==> src/rtl/async_reset_pkg.sv <==
// Shared constants, counter sizing helper and parameter limits for async_reset_pipe.
package async_reset_pkg;

    localparam int unsigned ASYNC_RESET_MIN_SYNC_STAGES = 2;

    // Bits needed to count 0..n inclusive.
    function automatic int unsigned cnt_width(input int unsigned n);
        return $clog2(n + 1);
    endfunction

endpackage

==> src/rtl/async_reset_reg_vec.sv <==
// Enabled WIDTH-bit register with asynchronous active-high reset to RESET_VALUE.
module async_reset_reg_vec #(
    parameter int unsigned           WIDTH       = 1,
    parameter logic [WIDTH-1:0]      RESET_VALUE = '0
) (
    input  logic             clk,
    input  logic             rst,
    input  logic             en,
    input  logic [WIDTH-1:0] d,
    output logic [WIDTH-1:0] q
);

    always_ff @(posedge clk or posedge rst) begin
        if (rst) begin
            q <= RESET_VALUE;
        end else if (en) begin
            q <= d;
        end
    end

endmodule

==> src/rtl/async_reset_pipe.sv <==
// Multi-stage data pipeline with async reset, reset-release synchronizer and
// an occupancy counter that flags when q carries post-reset data.
module async_reset_pipe
    import async_reset_pkg::*;
#(
    parameter int unsigned      WIDTH       = 1,
    parameter int unsigned      DEPTH       = 3,
    parameter logic [WIDTH-1:0] RESET_VALUE = '0,
    parameter int unsigned      SYNC_STAGES = 2
) (
    input  logic             clk,
    input  logic             rst,
    input  logic             en,
    input  logic [WIDTH-1:0] d,
    output logic [WIDTH-1:0] q,
    output logic             q_valid,
    output logic             rst_sync
);

    localparam int unsigned CW = cnt_width(DEPTH);

    if (WIDTH < 1) begin : g_bad_width
        $error("async_reset_pipe: WIDTH must be >= 1");
    end
    if (DEPTH < 1) begin : g_bad_depth
        $error("async_reset_pipe: DEPTH must be >= 1");
    end
    if (SYNC_STAGES < ASYNC_RESET_MIN_SYNC_STAGES) begin : g_bad_sync
        $error("async_reset_pipe: SYNC_STAGES must be >= 2");
    end

    // Reset-release synchronizer: zeros ripple in, last flop is rst_sync.
    logic [SYNC_STAGES-1:0] sync;
    logic [SYNC_STAGES-1:0] sync_in;

    assign sync_in  = {sync[SYNC_STAGES-2:0], 1'b0};
    assign rst_sync = sync[SYNC_STAGES-1];

    for (genvar i = 0; i < SYNC_STAGES; i++) begin : g_sync
        async_reset_reg_vec #(
            .WIDTH       (1),
            .RESET_VALUE (1'b1)
        ) u_sync (
            .clk (clk),
            .rst (rst),
            .en  (1'b1),
            .d   (sync_in[i]),
            .q   (sync[i])
        );
    end

    // Data stages shift only once the synchronized reset has released.
    logic             shift;
    logic [WIDTH-1:0] stage [DEPTH];

    assign shift = en & ~rst_sync;

    for (genvar i = 0; i < DEPTH; i++) begin : g_stage
        logic [WIDTH-1:0] stage_in;
        if (i == 0) begin : g_first
            assign stage_in = d;
        end else begin : g_rest
            assign stage_in = stage[i-1];
        end

        async_reset_reg_vec #(
            .WIDTH       (WIDTH),
            .RESET_VALUE (RESET_VALUE)
        ) u_stage (
            .clk (clk),
            .rst (rst),
            .en  (shift),
            .d   (stage_in),
            .q   (stage[i])
        );
    end

    assign q = stage[DEPTH-1];

    // Fill counter saturates at DEPTH; q_valid tracks the post-edge count.
    logic [CW-1:0] cnt;
    logic [CW-1:0] cnt_next_c;

    always_comb begin
        cnt_next_c = cnt;
        if (shift && (cnt != CW'(DEPTH))) begin
            cnt_next_c = cnt + CW'(1);
        end
    end

    always_ff @(posedge clk or posedge rst) begin
        if (rst) begin
            cnt     <= '0;
            q_valid <= 1'b0;
        end else begin
            cnt     <= cnt_next_c;
            q_valid <= (cnt_next_c == CW'(DEPTH));
        end
    end

endmodule

==> config.mk <==
export PLATFORM = sky130hd
export DESIGN_NAME = async_reset_pipe
export DESIGN_NICKNAME = d
export VERILOG_FILES = /design/src/rtl/async_reset_pkg.sv /design/src/rtl/async_reset_reg_vec.sv /design/src/rtl/async_reset_pipe.sv
export SDC_FILE = /design/constraint.sdc
export NUM_CORES = 1
export LEC_CHECK = 0
export ABC_AREA = 0
export CORE_AREA = 2 2 39 41
export CTS_BUF_LIST = sky130_fd_sc_hd__clkbuf_4
export DETAILED_ROUTE_END_ITERATION = 16
export DIE_AREA = 0 0 41 43
export PLACE_DENSITY_LB_ADDON = 0.25
export SYNTH_ARGS = -nofsm -noshare
export SYNTH_HDL_FRONTEND = slang
export SYNTH_SLANG_ARGS = --single-unit
==> constraint.sdc <==
create_clock -name clk -period 2.24 [get_ports clk]
set_clock_uncertainty 0.15 [all_clocks]
set_input_delay 0.336 -clock clk [delete_from_list [all_inputs] [get_ports clk]]
set_output_delay 0.336 -clock clk [all_outputs]
set_load 0.02 [all_outputs]
# Word-level counts from Yosys, hierarchy flattened

Index checks and enable logic that the tools add are counted.

Bitwise gates (word level): 2
Div/mod/pow operators: 0
Reductions and logical operators: 1
Shifts and indexed selects: 0
$mul: 0
Order comparisons: 0
Add/sub/neg operators: 1
Equal/unequal tests: 2
Mux-type cells: 1

Operators by type and width:

| kind                                                          | number |
|---|---|
| 2-bit by 1-bit adder with 2-bit output, second input constant | 1 |
| 2-bit == test, second input constant                          | 1 |
| 2-bit 2-to-1 mux                                              | 1 |
| 2-bit != test, second input constant                          | 1 |
| 1-bit AND                                                     | 1 |
| 1-bit logical AND                                             | 1 |
| 1-bit NOT                                                     | 1 |

Register bits after elaboration: 8
RAM bits: 0
Memories kept: 0
Bits in latches: 0
Logic and storage cells: 14
Input bits: 4
ROM bits: 0
Output and inout port bits: 3

# Depth between registers and ports, before layout

Gate-level depths: netlist (run 1).

Word-level depth: 5
Depth in mapped cells: 3

# Modules after synthesis

Synthesis (run 1) repeated with hierarchy kept, for this count alone.

Cells, all modules: 29
Area total of the unflattened synthesis: 389.1 µm²

Modules (own cells, without submodules):

| module                                        | cells each | area each (µm²) | instances | sequential area each (µm²) |
|---|---|---|---|---|
| async_reset_pipe                              | 14         | 167.7           | 1         | 75.1 |
| async_reset_reg_vec at g_stage[0].u_stage ... | 3          | 43.8            | 3         | 25.0 |
| async_reset_reg_vec at g_sync[0].u_sync ...   | 3          | 45.0            | 2         | 26.3 |

# Worst setup path before layout (run 1)

Ideal clock, no wire load.

Kind: register to register
Start: register cnt[0]
End: register cnt[1]
Cell stages (with the launch flop): 4
Arrival: 1.171 ns
Library setup time: 0.125 ns
Clock period less this slack: 1.446 ns
Data required time: 1.965 ns
Slack: 0.794 ns
Path through: dfrtp_1 ha_1 nor3b_4 mux2_4

Longest elaborated chain between the ends: 3

Ends and longest elaborated chain:

| what                                                                                           | RTL line               | RTL |
|---|---|---|
| start: declaration                                                                             | async_reset_pipe.sv:81 | `logic [CW-1:0] cnt;` |
| start signal: assignment                                                                       | async_reset_pipe.sv:96 | `cnt <= cnt_next_c;` |
| parallel branches: the longest is 2 deep, another holds 2-bit by 1-bit adder with 2-bit output | --                     |  |
| 2-bit 2-to-1 mux *                                                                             | async_reset_pipe.sv:86 | `if (shift && (cnt != CW'(DEPTH))) begin` |
| net cnt_next_c[1]                                                                              | async_reset_pipe.sv:82 | `logic [CW-1:0] cnt_next_c;` |

Mark *: on every way through the listed nets, which the timed path passes.
A chain may end at the register's enable or synchronous reset.

# Worst setup path after layout (run 1)

Start: register g_sync[1].u_sync.q
End: output rst_sync

RTL lines:

| what                     | RTL line                  | RTL |
|---|---|---|
| start: declaration       | async_reset_reg_vec.sv:10 | `output logic [WIDTH-1:0] q` |
| start signal: assignment | async_reset_reg_vec.sv:15 | `q <= RESET_VALUE;` |
| start signal: assignment | async_reset_reg_vec.sv:17 | `q <= d;` |
| end: declaration         | async_reset_pipe.sv:17    | `output logic rst_sync` |

No word-level cell between the ends.

==> impl_metrics.py, run 1 <==
metrics = {
    "grt": {
        "antenna_found_initial": 0,
        "grt_pass1_wl_um": 786,
        "grt_pass1_vias": 182,
        "grt_usage_pct": 7.19,
        "grt_remaining_overflow": 0,
        "grt_max_degree": 9,
    },
    "layout": {
        "n_antenna_cell": 0,
        "layout.nets": 37,
        "syn_to_final_growth_pct": 33.6,
        "fin_util_pct": 31.6,
        "drive_above_1_share_pct": 38.7,
        "postLayoutCellArea_um2": 438,
    },
    "power_and_ir_drop": {
        "p_leak_nw": 0.191,
        "p_sw_mw": 0.139,
        "p_sw_share_pct": 28.1,
        "seq_power_share_pct": 43.6,
        "power_density_nw_per_um2": 1130,
        "combPwrFrac_pct": 30.6,
        "power_frac_clock_pct": 25.8,
        "p_int_mw": 0.355,
        "ir_drop_uv": 380,
    },
    "floorplan": {
        "ioPinCount": 7,
        "die_h_um": 43,
        "dieArea_um2": 1760,
        "fp.dieW_um": 41,
        "start_util_pct": 23.7,
        "rows": 14,
        "coreArea_um2": 1380,
    },
    "sta": {
        "fmax_mhz": 524,
        "hold_violations": 0,
        "fin_crit_sh_pct": 85.2,
        "rsz0062_at_grt": "false",
        "finalSetupTns_ps": 0,
        "finalSetupViolations": 0,
        "final-max-slew-violation-count": 0,
        "min_period_ps": 1910,
        "setup_slack_ps": 331,
    },
    "routing": {
        "highest_layer": "met3",
        "drtPass1Iterations": 1,
        "drc": 0,
        "route.antenna.remaining_nets": 0,
        "viasPerCell": 3.81,
        "dr_wl_met2_um": 230,
        "drt-initial-drc-count": 0,
        "routed_wl_um": 453,
        "routed-wl-met3_um": 26,
        "vias": 179,
        "wirelength_met1_um": 197,
        "wl_per_cell_um": 9.64,
    },
    "place": {
        "place_area_um2": 408,
        "io_buffer_count": 6,
        "dp_hpwl_um": 361,
        "gp_congestion": 0.609,
        "pre_cts_ws_ps": 554,
    },
    "clock_network": {
        "clk_pin_slew_ps": 60,
        "h-tree-depth": 1,
        "cts.sinks": 8,
        "cts_setup_buffers": 0,
        "root_buffer": "clkbuf_4",
        "tritoncts": "done",
        "clockBufferDepth": 2,
        "cts_made_buffers": 3,
        "cts-resized-gates": 0,
        "cts_hold_buf": 0,
        "insertion_delay_ps": 250,
    },
    "synth": {
        "netlist.area_leader.share_pct": 45.8,
        "async_reset_ff_share_pct": 100,
        "synthFlopType": "dfrtp_1",
        "synth.cell_area_um2": 328,
        "ys_top_cells_by_area": "dfrtp_1 46%, dfstp_2 16%, mux2_2 10%",
        "ys_warn_count": 0,
        "ys_seq_area_share_pct": 61.8,
        "synth_fp_nets": 26,
        "synth_commonest_cells": "6 x dfrtp_1, 3 x mux2_2, 2 x dfstp_2",
        "synth_area_leader_cell": "dfrtp_1",
        "synth_cells": 21,
        "yosysMostFrequentCell": "dfrtp_1",
        "synth_cell_types": 13,
        "avgSynthCellArea_um2": 15.6,
        "synth_seq_cells": 8,
        "synth-edff-count": 0,
    },
    "setup_path": {
        "cp_max_fo": 3,
        "cp.arrival_ps": 1420,
        "r2r-start": "cnt[0]$_DFF_PP0_",
        "crit_path_start_kind": "flop",
        "required_ps": 1750,
        "cp_top_family": "buffers and inverters",
        "critPathMaxStageDelay_ps": 620,
        "end_kind": "output pin",
        "rr_worst_depth": 3,
        "critPathBufInv": 1,
        "r2r_slack_ps": 740,
        "crit_chain": "clkdlybuf4s50_1",
        "critPathSlowestCell": "clkdlybuf4s50_1",
        "critPathKind": "reg -> out",
        "reg2reg_to": "cnt[1]$_DFF_PP0_",
    },
    "job": {
        "maxCapViolations": 0,
    },
    "min_path": {
        "hp-class": "in -> async",
    },
    "status": {
        "status": "completed",
    },
}
sequential cells by signal (all words and copies together) (netlist names):
signal	cells
g_sync.u_sync.q	2
cnt	2
q_valid	1
g_stage.u_stage.q	3
through the flow:
step | instances | hold WS (ps) | total power [mW]
after CTS | 47 | 187 | 0.505
after global placement | 43 | 199 | 0.365
after floorplan | 21 | 0.226 | 0.321
final | 47 | 177 | 0.494
after global routing | 47 | 205 | 0.531
after detailed placement | 43 | 199 | 0.372
worst max-delay path by stage:
stage,from,to,slack (ps),depth (start not counted)
after floorplan,cnt[0]$_DFF_PP0_,cnt[1]$_DFF_PP0_,790,3
after global placement,en,cnt[1]$_DFF_PP0_,570,3
after CTS,g_sync[1].u_sync.q$_DFF_PP1_,rst_sync,300,1
after detailed placement,en,cnt[1]$_DFF_PP0_,550,3
after global routing,g_sync[1].u_sync.q$_DFF_PP1_,rst_sync,280,1
final,g_sync[1].u_sync.q$_DFF_PP1_,rst_sync,330,1
routing by layer:
metal,up-vias,global-route usage [%]
li1,88,-
met1,87,8.94
met2,4,9.06
met3,0,3.14
met4,0,6.00
met5,-,0
cell families (layout without fill, tap and decap cells):
| family | count (synthesis) | in the layout | share of synthesized area [%] |
|---|---|---|---|
| AND/OR/NAND/NOR | 4 | 4 | 11.5 |
| adder cells (fa/ha/maj) | 1 | 1 | 3.82 |
| multiplexers | 5 | 5 | 17.9 |
| flip-flops | 8 | 8 | 61.8 |
| other | 1 | 1 | 1.14 |
| buffers and inverters | 1 | 11 | 1.14 |
| XOR/XNOR | 1 | 1 | 2.67 |
power groups by stage:
stage               combinational (mW)  clock (mW)  sequential (mW)
global placement                 0.150           0            0.214
detailed placement               0.154           0            0.218
CTS                              0.155       0.135            0.216
floorplan                       0.0916           0            0.229
finish                           0.151       0.127            0.215
global route                     0.165       0.146            0.220
cell usage in the layout (no fill, tap or decap), types with 2 or more instances in the layout:
cell type	synthesis	routed
clkbuf_4	0	4
clkdlybuf4s50_1	0	6
dfrtp_1	6	6
dfstp_2	2	2
mux2_2	3	3
area by class of cell:
type,instances,area [um2]
fillers,148,946
repair buffers,6,60.1
inverters,1,3.75
multi-input cells,12,121
well taps,16,20.0
clock buffers,4,30.0
flip-flops and latches,8,203
(Power assumes the default switching activity.)
==> run 2: changes to the inputs <==
Settings changed: CAP_MARGIN set to 20.
Clock period 2.24 ns to 2.4 ns, I/O delays scaled along.
==> results of run 2 <==
The final DEF is identical to that of run 1. Status: completed.
Among the figures that moved: setup slack after placement 554 ps -> 690 ps; setup slack after layout 331 ps -> 467 ps; hold slack 177 ps -> 201 ps; register-to-register setup slack 740 ps -> 900 ps; total power 0.494 mW -> 0.461 mW; worst IR drop on VDD 380 uV -> 355 uV
